<file path="config.mk">
export PLATFORM = sky130hd
export DESIGN_NAME = sc_io_panel
export DESIGN_NICKNAME = d
export VERILOG_FILES = /design/src/rtl/sc_io_panel.sv
export SDC_FILE = /design/constraint.sdc
export NUM_CORES = 1
export LEC_CHECK = 0
export ABC_AREA = 0
export ABC_CLOCK_PERIOD_IN_PS = 4160
export CORE_MARGIN = 4
export CORE_UTILIZATION = 30
export DETAILED_ROUTE_END_ITERATION = 12
export MAX_ROUTING_LAYER = met4
export PLACE_DENSITY = 0.47
export RECOVER_POWER = 25
export SETUP_SLACK_MARGIN = 0.15
export SYNTH_ARGS = -nofsm -noshare
export SYNTH_HDL_FRONTEND = slang
export SYNTH_SLANG_ARGS = --single-unit
export TNS_END_PERCENT = 1
</file>
<file path="constraint.sdc">
create_clock -name clock -period 4.16 [get_ports clock]
set_clock_uncertainty 0.05 [all_clocks]
set_input_delay 1.04 -clock clock [delete_from_list [all_inputs] [get_ports clock]]
set_output_delay 1.04 -clock clock [all_outputs]
set_load 0.005 [all_outputs]
</file>
<file path="src/rtl/sc_io_panel.sv">
// I/O panel for sc_computer: double-dabble decimal display of out_port on six 7-segment digits,
// and debounced switches/keys into in_port. Define SC_IO_HEX_MODE_EN to add the hex_mode port.
module sc_io_panel #(
    parameter int unsigned WIDTH      = 20,
    parameter int unsigned DEB_CYCLES = 500000
) (
    input  logic        clock,
    input  logic        reset,
`ifdef SC_IO_HEX_MODE_EN
    input  logic        hex_mode,
`endif
    input  logic [31:0] out_port,
    input  logic [9:0]  sw,
    input  logic [3:0]  key,
    output logic [31:0] in_port,
    output logic [6:0]  hex0,
    output logic [6:0]  hex1,
    output logic [6:0]  hex2,
    output logic [6:0]  hex3,
    output logic [6:0]  hex4,
    output logic [6:0]  hex5,
    output logic        busy
);

    localparam int unsigned CntW = (WIDTH > 1) ? $clog2(WIDTH) : 1;
    localparam int unsigned DebW = $clog2(DEB_CYCLES + 1);
    localparam logic [6:0]  SegBlank = 7'b1111111;
    localparam logic [6:0]  SegDash  = 7'b0111111;
    localparam logic [6:0]  SegZero  = 7'b1000000;

    typedef enum logic [1:0] {StIdle, StConv, StLoad} state_e;

    function automatic logic [6:0] seg7(input logic [3:0] d);
        case (d)
            4'h0:    seg7 = 7'b1000000;
            4'h1:    seg7 = 7'b1111001;
            4'h2:    seg7 = 7'b0100100;
            4'h3:    seg7 = 7'b0110000;
            4'h4:    seg7 = 7'b0011001;
            4'h5:    seg7 = 7'b0010010;
            4'h6:    seg7 = 7'b0000010;
            4'h7:    seg7 = 7'b1111000;
            4'h8:    seg7 = 7'b0000000;
            4'h9:    seg7 = 7'b0010000;
            4'hA:    seg7 = 7'b0001000;
            4'hB:    seg7 = 7'b0000011;
            4'hC:    seg7 = 7'b1000110;
            4'hD:    seg7 = 7'b0100001;
            4'hE:    seg7 = 7'b0000110;
            default: seg7 = 7'b0001110;
        endcase
    endfunction

    logic             hex_mode_on;
    state_e           state_q;
    logic [WIDTH-1:0] shadow_q;
    logic [WIDTH-1:0] shift_q;
    logic [27:0]      bcd_q;
    logic [27:0]      bcd_adj;
    logic [CntW-1:0]  bit_cnt_q;
    logic             mode_q;
    logic             busy_q;
    logic [6:0]       hex_q   [6];
    logic [6:0]       dec_seg [6];
    logic [6:0]       hx_seg  [6];
    logic             unused;

`ifdef SC_IO_HEX_MODE_EN
    assign hex_mode_on = hex_mode;
`else
    assign hex_mode_on = 1'b0;
`endif

    assign unused = ^{out_port, bcd_adj[27]};

    always_comb begin
        for (int i = 0; i < 7; i++) begin
            bcd_adj[i*4 +: 4] = (bcd_q[i*4 +: 4] >= 4'd5) ? bcd_q[i*4 +: 4] + 4'd3
                                                          : bcd_q[i*4 +: 4];
        end
    end

    // Blank leading zeros from the top down; digit 0 is always shown.
    always_comb begin
        logic lead;
        lead = 1'b1;
        for (int i = 5; i >= 1; i--) begin
            if (lead && bcd_q[i*4 +: 4] == 4'd0) begin
                dec_seg[i] = SegBlank;
            end else begin
                lead       = 1'b0;
                dec_seg[i] = seg7(bcd_q[i*4 +: 4]);
            end
        end
        dec_seg[0] = seg7(bcd_q[3:0]);
        if (bcd_q[27:24] != 4'd0) begin
            for (int i = 0; i < 6; i++) dec_seg[i] = SegDash;
        end
    end

    always_comb begin
        for (int i = 0; i < 6; i++) hx_seg[i] = seg7(out_port[i*4 +: 4]);
    end

    always_ff @(posedge clock) begin
        if (reset) begin
            state_q   <= StIdle;
            shadow_q  <= '0;
            shift_q   <= '0;
            bcd_q     <= '0;
            bit_cnt_q <= '0;
            mode_q    <= 1'b0;
            busy_q    <= 1'b0;
            hex_q[0]  <= SegZero;
            for (int i = 1; i < 6; i++) hex_q[i] <= SegBlank;
        end else begin
            mode_q <= hex_mode_on;
            if (hex_mode_on) begin
                state_q <= StIdle;
                busy_q  <= 1'b0;
                hex_q   <= hx_seg;
            end else begin
                case (state_q)
                    StIdle: begin
                        // Leaving hex mode forces a reconversion of the current value.
                        if (out_port[WIDTH-1:0] != shadow_q || mode_q) begin
                            shadow_q  <= out_port[WIDTH-1:0];
                            shift_q   <= out_port[WIDTH-1:0];
                            bcd_q     <= '0;
                            bit_cnt_q <= '0;
                            busy_q    <= 1'b1;
                            state_q   <= StConv;
                        end
                    end
                    StConv: begin
                        bcd_q     <= {bcd_adj[26:0], shift_q[WIDTH-1]};
                        shift_q   <= shift_q << 1;
                        bit_cnt_q <= bit_cnt_q + CntW'(1);
                        if (bit_cnt_q == CntW'(WIDTH - 1)) state_q <= StLoad;
                    end
                    StLoad: begin
                        hex_q   <= dec_seg;
                        busy_q  <= 1'b0;
                        state_q <= StIdle;
                    end
                    default: state_q <= StIdle;
                endcase
            end
        end
    end

    assign hex0 = hex_q[0];
    assign hex1 = hex_q[1];
    assign hex2 = hex_q[2];
    assign hex3 = hex_q[3];
    assign hex4 = hex_q[4];
    assign hex5 = hex_q[5];
    assign busy = busy_q;

    logic [13:0]     sync1_q, sync2_q, prev_q, in_q;
    logic [DebW-1:0] deb_cnt_q, deb_cnt_d;

    always_comb begin
        if (sync2_q != prev_q) begin
            deb_cnt_d = '0;
        end else if (deb_cnt_q == DebW'(DEB_CYCLES - 1)) begin
            deb_cnt_d = deb_cnt_q;
        end else begin
            deb_cnt_d = deb_cnt_q + DebW'(1);
        end
    end

    always_ff @(posedge clock) begin
        if (reset) begin
            sync1_q   <= '0;
            sync2_q   <= '0;
            prev_q    <= '0;
            deb_cnt_q <= '0;
            in_q      <= '0;
        end else begin
            sync1_q   <= {~key, sw};
            sync2_q   <= sync1_q;
            prev_q    <= sync2_q;
            deb_cnt_q <= deb_cnt_d;
            if (deb_cnt_d == DebW'(DEB_CYCLES - 1)) in_q <= sync2_q;
        end
    end

    assign in_port = {18'b0, in_q};

endmodule

</file>
==> qor.csv <==
stage,metric,value,unit
run_status,status,finished with violations,
run_status,violations,"max-capacitance violations, max-slew violations",
setup_path,path_class,in2reg,
detailed_routing,first_pass_iters,8,
logic_synthesis,synthTopCellsByArea,"dfxtp_1, ha_1, nand2_1",
floorplan,placementRows,69,
sta,slew_headroom,-0.119,
setup_path,required,4530,ps
power,power.leakage,5.51,nW
sta,setup_tns,0,ps
clock_tree,clock_latency,540,ps
detailed_routing,ant_nets,0,
clock_tree,cts_tree,yes,
logic_synthesis,synth_top_cell_by_area,dfxtp_1,
setup_path,reg2reg_depth,10,
setup_path,worstSetupEndpointType,register,
setup_path,arrival,4020,ps
logic_synthesis,yosys.area_share.simple,0.174,
logic_synthesis,synth_cells,1176,
clock_tree,cts_hold_buf,0,
sta,timing.final.crit_share,0.878,
logic_synthesis,synth_top_cell_area_share,0.434,
floorplan,io_pins,123,
setup_path,crit_path_max_incr_delay,730,ps
detailed_routing,wl_per_cell,15.1,um
global_routing,grt-ovfl-total,0,
power,finalPower,5.17,mW
final_layout,fillers,3616,
placed_design,gp_congestion,0.817,
clock_tree,cts_resized,0,
worst_hold_path,hold_path_depth,2,
clock_tree,clk_pin_slew,60,ps
logic_synthesis,syn-cell-area,10800,um2
logic_synthesis,synthMuxAreaShare,0.0516,
logic_synthesis,ys.flop_type,dfxtp_1,
logic_synthesis,synth_top_family_by_area,simple AND/OR/NAND/NOR gates,
clock_tree,post_cts_buffers,0,
worst_hold_path,hold_end,hex3[0],
logic_synthesis,synth_compound_area_frac,0.159,
detailed_routing,via_per_inst,4.76,
final_layout,drive_gt1_frac,0.116,
placed_design,dpl.hpwl,18300,um
clock_tree,clk_path_buf_depth,3,
worst_hold_path,worstHoldPathType,reg2reg,
clock_tree,cts_sinks,235,
clock_tree,root_buffer,clkbuf_16,
global_routing,grt_pass1_wl,44000,um
clock_tree,h-tree-depth,1,
logic_synthesis,synth_xor_xnor_area_share,0.0556,
detailed_routing,vias,8401,
power,vdd_drop_max,0.000286,V
detailed_routing,initialDrtViolationCount,529,
floorplan,die_y,198,um
logic_synthesis,ys_seq_area_frac,0.434,
clock_tree,cts_buffers,29,
setup_path,cp_max_fo,35,
floorplan,dieArea,39200,um2
run,max-cap-violations,1,
sta,finalHoldViolations,0,
final_layout,area_growth,23.9,%
global_routing,first_global_vias,8278,
sta,worst_pin_slew,1680,ps
floorplan,core,35600,um2
floorplan,die_w,198,um
sta,rsz0062_at_grt,no,
setup_path,worstPathCellList,"clkbuf_1, inv_1, clkbuf_2, nand2_2, mux2_2, a221o_1",
detailed_routing,wl,26700,um
final_layout,num_antenna_cells,0,
placed_design,io_buffers,92,
final_layout,post-route-util,0.378,
detailed_routing,remaining_drc_errors,0,
logic_synthesis,syn_area_per_cell,9.22,um2
logic_synthesis,synth_edf_count,0,
sta,setup_viol_count_final,0,
setup_path,regToRegSetupSlack,860,ps
power,powerDensity,385,nW/um2
setup_path,slowest_stage,clkbuf_1,
setup_path,cp-start-kind,input pin,
global_routing,antenna_found_initial,0,
logic_synthesis,synthDistinctLibCells,75,
logic_synthesis,synth_fa_ha_area_frac,0.0646,
global_routing,grt_max_degree,83,
floorplan,start_util,0.305,
sta,slew_violations,83,
setup_path,r2r-start,state_q[0],
global_routing,groute.usage.overall,0.139,
sta,period_minus_slack,3650,ps
sta,fmax,0.274,GHz
final_layout,nNetsFinal,1386,
logic_synthesis,async_flop_share,0,
logic_synthesis,synth_warnings,0,
logic_synthesis,ys_seq_elements,235,
-- cell usage after synthesis (26+ instances only) --
| cell | n |
|---|---|
| a21oi_1 | 55 |
| clkbuf_1 | 53 |
| dfxtp_1 | 235 |
| ha_1 | 56 |
| inv_1 | 53 |
| mux2i_1 | 33 |
| nand2_1 | 109 |
| nor2_1 | 95 |
| nor2b_1 | 57 |
| o21ai_0 | 30 |
| o22ai_1 | 38 |
| xnor2_1 | 26 |
| xor2_1 | 41 |
-- kinds of logic (layout without fill, tap and decap cells) --
logic type | Yosys count | after routing
AOI/OAI and AO/OA | 242 | 242
other | 1 | 18
adders and majority gates | 56 | 56
DFF | 235 | 235
muxes | 50 | 50
xor gates and xnor gates | 68 | 68
and+or+nand+nor | 377 | 377
buffers and inverters | 147 | 258
-- worst max-delay path by stage --
stage	cells past startpoint	endpoint	from
floorplan	13	register	out_port[7]
global placement	13	register	out_port[7]
detailed placement	13	register	out_port[7]
CTS	13	register	out_port[11]
global route	6	register	reset
finish	6	register	reset
-- area by class of cell --
class / instances / area [um2] / share of cell area
multi-input combinational: 811 / 5550 / 0.413
sequential: 235 / 4700 / 0.350
timing repair buffer: 152 / 1390 / 0.103
clock buffer: 43 / 858 / 0.0639
tap: 461 / 577 / 0.0429
inverter: 53 / 199 / 0.0148
clock inverter: 10 / 160 / 0.0119
-- layer usage --
layer | GRT usage | vias to the layer above | wire [um]
met2 | 0.212 | 138 | 11700
met4 | 0.0296 | 0 | 411
met1 | 0.197 | 3937 | 13700
met3 | 0.0197 | 30 | 924
met5 | - | - | 0
li1 | - | 4296 | -
-- metrics by stage --
| stage | setup WS [ps] | cell area, um2 | std cells | hold WS [ps] |
|---|---|---|---|---|
| finish | 509 | 13400 | 1765 | 383 |
| global route | 283 | 13400 | 1765 | 398 |
| CTS | 641 | 13500 | 1765 | 384 |
| detailed placement | 77.7 | 12400 | 1712 | 374 |
| global placement | 78.3 | 12400 | 1712 | 370 |
| floorplan | 560 | 10900 | 1193 | 364 |
-- worst max-delay path: cells and delay by family --
| family | cells | cell delay (ps) |
|---|---|---|
| AO/OA/AOI/OAI | 1 | 290 |
| buffers and inverters | 3 | 2090 |
| multiplexers | 1 | 340 |
| AND/OR/NAND/NOR | 1 | 220 |
-- power by group --
part,switching [mW],internal [mW]
Clock,0.980,1.67
Combinational,0.118,0.0878
Sequential,0.0237,2.29
-- placed cells by master, fill, tap and decap left out, drive strengths merged, types with 4 or more instances in the layout --
cell type / instances
nand2b: 15
o211ai: 4
dfxtp: 235
nor3: 14
clkinv: 5
xnor2: 27
a221o: 6
nand3b: 5
or2: 8
nor2: 96
nor2b: 57
a31oi: 13
mux2: 17
a211oi: 7
nand2: 110
inv: 53
conb: 18
a21o: 9
o311a: 5
bufinv: 4
clkbuf: 49
buf: 55
and2: 5
clkdlybuf4s50: 91
nand4: 13
mux2i: 33
a21oi: 55
a222oi: 19
ha: 56
nor3b: 13
nand3: 15
nor4: 9
o32ai: 10
o221a: 6
and3: 6
a22oi: 12
o21ai: 30
o22ai: 38
a22o: 4
xor2: 41
No activity file was read; power rests on OpenSTA's default activity.
